File: src/rtl/si_inst_fetch.sv
// Single-issue instruction fetch: owns the PC, keeps one memory request in flight,
// drops wrong-path responses after a redirect and holds the fetched word while stalled.
module si_inst_fetch #(
   parameter int                 INST_DW  = 32,
   parameter int                 INST_AW  = 32,
   parameter logic [INST_AW-1:0] RESET_PC = 32'h8000_0000
) (
   input  logic               clk,
   input  logic               rst,
   output logic               imem_req_valid_o,
   input  logic               imem_req_ready_i,
   output logic [INST_AW-1:0] imem_req_addr_o,
   input  logic               imem_rsp_valid_i,
   input  logic [INST_DW-1:0] imem_rsp_data_i,
   input  logic               redirect_en_i,
   input  logic [INST_AW-1:0] redirect_pc_i,
   input  logic               stall_i,
   output logic               inst_valid_o,
   output logic [INST_DW-1:0] inst_o,
   output logic [INST_AW-1:0] inst_pc_o
);

   localparam logic [1:0] ST_BOOT = 2'd0;
   localparam logic [1:0] ST_REQ  = 2'd1;
   localparam logic [1:0] ST_WAIT = 2'd2;
   localparam logic [1:0] ST_HOLD = 2'd3;

   localparam logic [INST_DW-1:0] NOP_WORD = INST_DW'(32'h0000_0013);
   localparam logic [INST_AW-1:0] PC_STEP  = INST_AW'(4);
   localparam logic [INST_AW-1:0] ALIGN_MASK = ~INST_AW'(3);

   logic [1:0]         state;
   logic [INST_AW-1:0] pc;
   logic               drop_q;
   logic [INST_AW-1:0] redirect_tgt;

   // Targets are forced word-aligned; the low bits of the request are ignored.
   assign redirect_tgt = redirect_pc_i & ALIGN_MASK;

   assign imem_req_valid_o = (state == ST_REQ);
   assign imem_req_addr_o  = pc;

   always_ff @(posedge clk or negedge rst) begin
      if (!rst) begin
         state        <= ST_BOOT;
         pc           <= RESET_PC;
         drop_q       <= 1'b0;
         inst_valid_o <= 1'b0;
         inst_o       <= NOP_WORD;
         inst_pc_o    <= '0;
      end else begin
         case (state)
            ST_BOOT: begin
               state <= ST_REQ;
            end
            ST_REQ: begin
               if (redirect_en_i) begin
                  pc <= redirect_tgt;
               end
               // A redirect in the acceptance cycle means the old address is in flight.
               if (imem_req_ready_i) begin
                  drop_q <= redirect_en_i;
                  state  <= ST_WAIT;
               end
            end
            ST_WAIT: begin
               if (imem_rsp_valid_i) begin
                  if (drop_q || redirect_en_i) begin
                     drop_q <= 1'b0;
                     if (redirect_en_i) begin
                        pc <= redirect_tgt;
                     end
                     state <= ST_REQ;
                  end else begin
                     inst_o       <= imem_rsp_data_i;
                     inst_pc_o    <= pc;
                     pc           <= pc + PC_STEP;
                     inst_valid_o <= 1'b1;
                     state        <= ST_HOLD;
                  end
               end else if (redirect_en_i) begin
                  pc     <= redirect_tgt;
                  drop_q <= 1'b1;
               end
            end
            ST_HOLD: begin
               // Redirect wins over consumption: the held word is abandoned either way.
               if (redirect_en_i) begin
                  pc           <= redirect_tgt;
                  inst_valid_o <= 1'b0;
                  state        <= ST_REQ;
               end else if (!stall_i) begin
                  inst_valid_o <= 1'b0;
                  state        <= ST_REQ;
               end
            end
            default: begin
               state <= ST_BOOT;
            end
         endcase
      end
   end

endmodule

File: config.mk
export PLATFORM = sky130hd
export DESIGN_NAME = si_inst_fetch
export DESIGN_NICKNAME = d
export VERILOG_FILES = /design/src/rtl/si_inst_fetch.sv
export SDC_FILE = /design/constraint.sdc
export NUM_CORES = 1
export LEC_CHECK = 0
export ABC_CLOCK_PERIOD_IN_PS = 3400
export CORE_MARGIN = 5
export CORE_UTILIZATION = 40
export DETAILED_ROUTE_END_ITERATION = 12
export GPL_ROUTABILITY_DRIVEN = 1
export GPL_TIMING_DRIVEN = 0
export PLACE_DENSITY = 0.78
export SLEW_MARGIN = 40
export SYNTH_ARGS = -nofsm -noshare
export SYNTH_HDL_FRONTEND = slang
export SYNTH_SLANG_ARGS = --single-unit
export TNS_END_PERCENT = 1
File: constraint.sdc
create_clock -name clk -period 3.4 [get_ports clk]
set_input_delay 0.34 -clock clk [delete_from_list [all_inputs] [get_ports clk]]
set_output_delay 0.34 -clock clk [all_outputs]
set_load 0.01 [all_outputs]
## After elaboration in Yosys (flattened, before gate mapping)

Index checks and enable logic that the tools add are counted.

| cells by class | value |
|---|---|
| add/subtract/negate cells | 1 |
| eq/ne operators | 9 |
| mux-type cells | 20 |
| bitwise logic cells | 1 |
| reductions and logical operators | 10 |

Operator list:

| operator | count |
|---|---|
| 32-bit 2-to-1 mux | 3 |
| 32-bit one-hot mux with 2 select lines | 1 |
| 32-bit by 3-bit adder with 32-bit output, second input constant | 1 |
| 2-bit 2-to-1 mux | 5 |
| 3-bit inequality test, second input constant | 3 |
| 1-bit 2-to-1 mux | 8 |
| 2-bit one-hot mux with 4 select lines | 1 |
| 4-bit AND reduction | 2 |
| 3-bit AND reduction | 2 |
| 2-bit nonzero test | 3 |
| 2-bit == test, second input constant | 2 |
| 2-bit inequality test, second input constant | 2 |
| 1-bit one-hot mux with 2 select lines | 2 |
| 2-bit by 1-bit == test with 1-bit output, second input constant | 1 |
| 2-bit zero test | 1 |
| 2-bit by 1-bit inequality test with 1-bit output, second input constant | 1 |
| 2-bit OR reduction | 1 |
| 1-bit logical OR | 1 |
| 1-bit NOT | 1 |

| word-level totals | value |
|---|---|
| register bits | 100 |
| input port bits | 70 |
| output and inout bits | 98 |
| word-level logic and storage cells | 47 |

## Logic depth before layout (Yosys ltp)

| depth | value |
|---|---|
| word-level depth | 4 |
| mapped depth | 8 |
| gate-level depth less buffers | 7 |

## Least setup slack after synthesis

OpenSTA, ideal clock, no wires.

| path | value |
|---|---|
| path kind | reg2reg |
| start point | reg state[1] |
| end point | reg pc[18], in the netlist imem_req_addr_o[18] |
| library setup time | 128 ps |
| data arrival time | 1961 ps |
| data required time | 3272 ps |
| setup slack | 1311 ps |
| stages on the path, launching flop included | 9 |
| buffers on the path | 1 |
| clock period less this slack | 2089 ps |
| cell sequence | dfrtp_1 inv_1 ha_1 nor3_1 nor3b_1 buf_2 o21ai_0 a21oi_1 a21oi_1 |

| between the ends | value |
|---|---|
| longest elaborated chain between the ends | 3 |
| elaborated cells between the ends (all ways) | 6 |
| those cells by class | 3 x eq/ne; 1 x mux; 2 x reduce/logical |

Ends and longest elaborated chain:

| element | RTL line | RTL |
|---|---|---|
| start, declared | 32 | `logic [1:0] state;` |
| start signal, assigned | 45 | `state <= ST_BOOT;` |
| start signal, assigned | 54 | `state <= ST_REQ;` |
| start signal, assigned | 63 | `state <= ST_WAIT;` |
| 2-bit by 1-bit == test with 1-bit output * | n/a |  |
| net imem_req_valid_o | 10 | `output logic imem_req_valid_o,` |
| 2-bit OR reduction (no source line) * | n/a |  |
| 32-bit one-hot mux with 2 select lines / 2-bit nonzero test (equally long branches) | n/a |  |
| end signal, assigned | 58 | `pc <= redirect_tgt;` |
| end signal, assigned | 71 | `pc <= redirect_tgt;` |
| end signal, assigned | 77 | `pc <= pc + PC_STEP;` |
| end, declared | 33 | `logic [INST_AW-1:0] pc;` |

The timed path passes the listed nets; every way through them passes the cells marked *.
A chain may end at the register's enable or synchronous reset.

## Worst setup path after layout

| path | value |
|---|---|
| start point | reg state[0] |
| end point | reg inst_pc_o[20] |

| between the ends | value |
|---|---|
| longest elaborated chain between the ends | 2 |

Ends and longest elaborated chain:

| element | RTL line | RTL |
|---|---|---|
| 2-bit == test | 52 | `case (state)` |
| 3-bit AND reduction (no source line) | n/a |  |
| end signal, assigned | 76 | `inst_pc_o <= pc;` |
| end, declared | 20 | `output logic [INST_AW-1:0] inst_pc_o` |

Every way passes these cells.

==> results.cfg <==
[logic_synthesis]
synth_fp_nets = 477
synth-edff-count = 0
netlist.top_cell.by_area = dfrtp_1
synth_top_area_share_pct = 52.4
ys_warn_count = 0
syn-mean-instance-area_sq_um = 11.4
synth_cell_type_count = 49
synthTopCellsByCount = 96 x dfrtp_1, 64 x mux2_2, 28 x nand2_1
synth_area_sq_um = 4580
async_flop_share_pct = 100
yosysMostFrequentCell = dfrtp_1
synth_cells = 401
synth_ff_type = dfrtp_1
yosysSeqAreaShare_pct = 54.7
synth_seq_cells = 100
synth_top_cells_by_area = dfrtp_1 52%, mux2_2 16%, a21oi_1 2.5%, dfstp_2 2.3%, nand2_1 2.3%

[worst_setup_path]
crit_end = inst_pc_o[20]
r2r_end = inst_pc_o[20]
r2r_start = state[0]
crit_path_max_incr_delay_ps = 560
crit_cells = 7
crit_buf_inv = 3
required_ps = 3640
r2r_slack_ps = 740
worstSetupStartpointType = register
startpoint = state[0]
rr_worst_depth = 7
worst_path_most_repeated_cell = clkbuf_1
arrival_ps = 2900
slowest_stage = clkbuf_1
endpoint_kind = register
critical_path_class = reg -> reg
crit_fanout = 10
critPathTopFamily = buffers and inverters
path_cells = inv_1, ha_1, nand2_1, nor3_1, clkbuf_1, clkbuf_1, mux2_2

[global_route]
overflow = 0
grt_max_degree = 56
grt_pass1_vias = 4191
antenna_found_initial = 0
grt_usage_pct = 20.4
grt_pass1_wl_um = 21700

[drt]
first_iter_violations = 205
wl_met3_um = 1570
drt_first_pass_iters = 4
ant_nets = 0
post-route-drc-count = 0
wl_per_cell_um = 18.6
wl_met2_um = 6510
via_count = 4088
dr.max_layer_used = met4
totalWireLength_um = 13600
viasPerCell = 5.62
met1_length_um = 5050

[place]
dp_hpwl_um = 10100
routabilityCongestion = 0.872
placed_cell_area_sq_um = 6460
portBuffers = 165

[die]
num_rows = 39
die_area_sq_um = 13700
coreArea_sq_um = 11300
io-pin-count = 168
die_x_um = 117
start_util_pct = 40.5
die_h_um = 117

[power_and_ir_drop]
cellPowerDensity_nw_per_um2 = 897
p_leak_nw = 2.82
peakVddDrop_mv = 0.437
design_power_total_mw = 6.08

[cells_and_area]
syn2layout_area_growth_pct = 47.8
layout-drive-gt1-share_pct = 17.0
multi_input_area_sq_um = 2000
fin_nets = 655
antennaDiodeCount = 0
seqCellArea_sq_um = 2510
n_fill_cell = 959
stdcell_area_sq_um = 6780

[sta]
clock.fmax_mhz = 376
slew_violations = 0
hold_violations = 0
fin_crit_ps = 2660
timing.final.crit_share_pct = 78.2
setup_viol = 0
clock_skew_ps = 11.2
max_slew.worst_pin.slew_ps = 810
slew_headroom_pct = 45.8
rsz0062_at_grt = no

[cts]
clk_path_buf_depth = 2
htreeDepth = 3
cts.sinks = 100
post_cts_resized = 0
cts_setup_buffers = 0
holdBufCountCts = 1
cts_tree = yes
clkLatencyLatePin_ps = 350
cts_root_buf = clkbuf_16
numCtsBuffers = 9
path_clk_slew_ps = 70

[status]
status = complete, no violations

[hold_path]
min_path_type = in -> async

[run]
max_cap_violations = 0
-- stage by stage --
step	TNS, ps	std cells	hold slack, ps	util (%)	setup WS, ps
5_1_grt	0	727	521	59.9	517
3_5_place_dp	0	710	258	57.1	625
4_1_cts	0	727	501	59.8	720
2_1_floorplan	0	401	44.4	-	1310
3_3_place_gp	-166840	709	488	56.7	-1720
6_report	0	727	483	59.9	740
-- cell usage in the layout (no fill, tap or decap), types with 6 or more instances in the layout --
cell type / n
mux2i_1: 7
clkbuf_16: 9
dfrtp_1: 96
nand2_1: 28
nand4_1: 8
mux2_2: 64
o22ai_1: 11
inv_1: 10
a21oi_1: 23
nand3_1: 10
o21ai_0: 17
clkdlybuf4s50_1: 164
nor3_1: 16
nor2_1: 26
clkbuf_1: 13
ha_1: 6
-- power breakdown --
part | internal, mW | leakage, nW | switching (mW) | total, mW
clock | 0.589 | 0.144 | 0.451 | 1.04
sequential | 1.74 | 1.25 | 0.522 | 2.27
combinational | 1.55 | 1.42 | 1.22 | 2.77
-- cell type report --
cell class | instances | area share (%)
multi-input combinational | 276 | 29.5
sequential | 100 | 37.0
timing repair buffer | 167 | 25.0
buffer | 15 | 0.868
tap | 143 | 2.64
clock buffer | 10 | 3.53
inverter | 10 | 0.554
clock inverter | 6 | 0.942
-- kinds of logic after synthesis --
group / Yosys count / share of synthesized area, %
simple gates: 115 / 12.6
flops: 100 / 54.7
compound gates: 84 / 11.7
mux: 71 / 17.2
buf+inv: 25 / 2.10
fa+ha+maj: 6 / 1.64
-- layer usage --
metal	GRT usage, %	vias to the layer above
met5	0	-
met4	8.72	0
met3	7.25	37
met2	32.8	239
met1	24.8	1965
li1	-	1847
-- sequential cells by signal (all words and copies together) (netlist names) --
| name | count |
|---|---|
| inst_valid_o | 1 |
| drop_q | 1 |
| inst_pc_o | 32 |
| inst_o | 32 |
| state | 2 |
| imem_req_addr_o | 32 |
-- worst min path at each step --
stage | endpoint | slack, ps | start
6_report | imem_req_addr_o[12] | 480 | rst
5_1_grt | inst_pc_o[18] | 520 | inst_pc_o[18]
4_1_cts | inst_o[31] | 500 | rst
3_5_place_dp | inst_o[31] | 260 | rst
3_3_place_gp | inst_o[31] | 490 | inst_o[31]
2_1_floorplan | drop_q | 40 | rst
No activity file was read; power rests on OpenSTA's default activity.
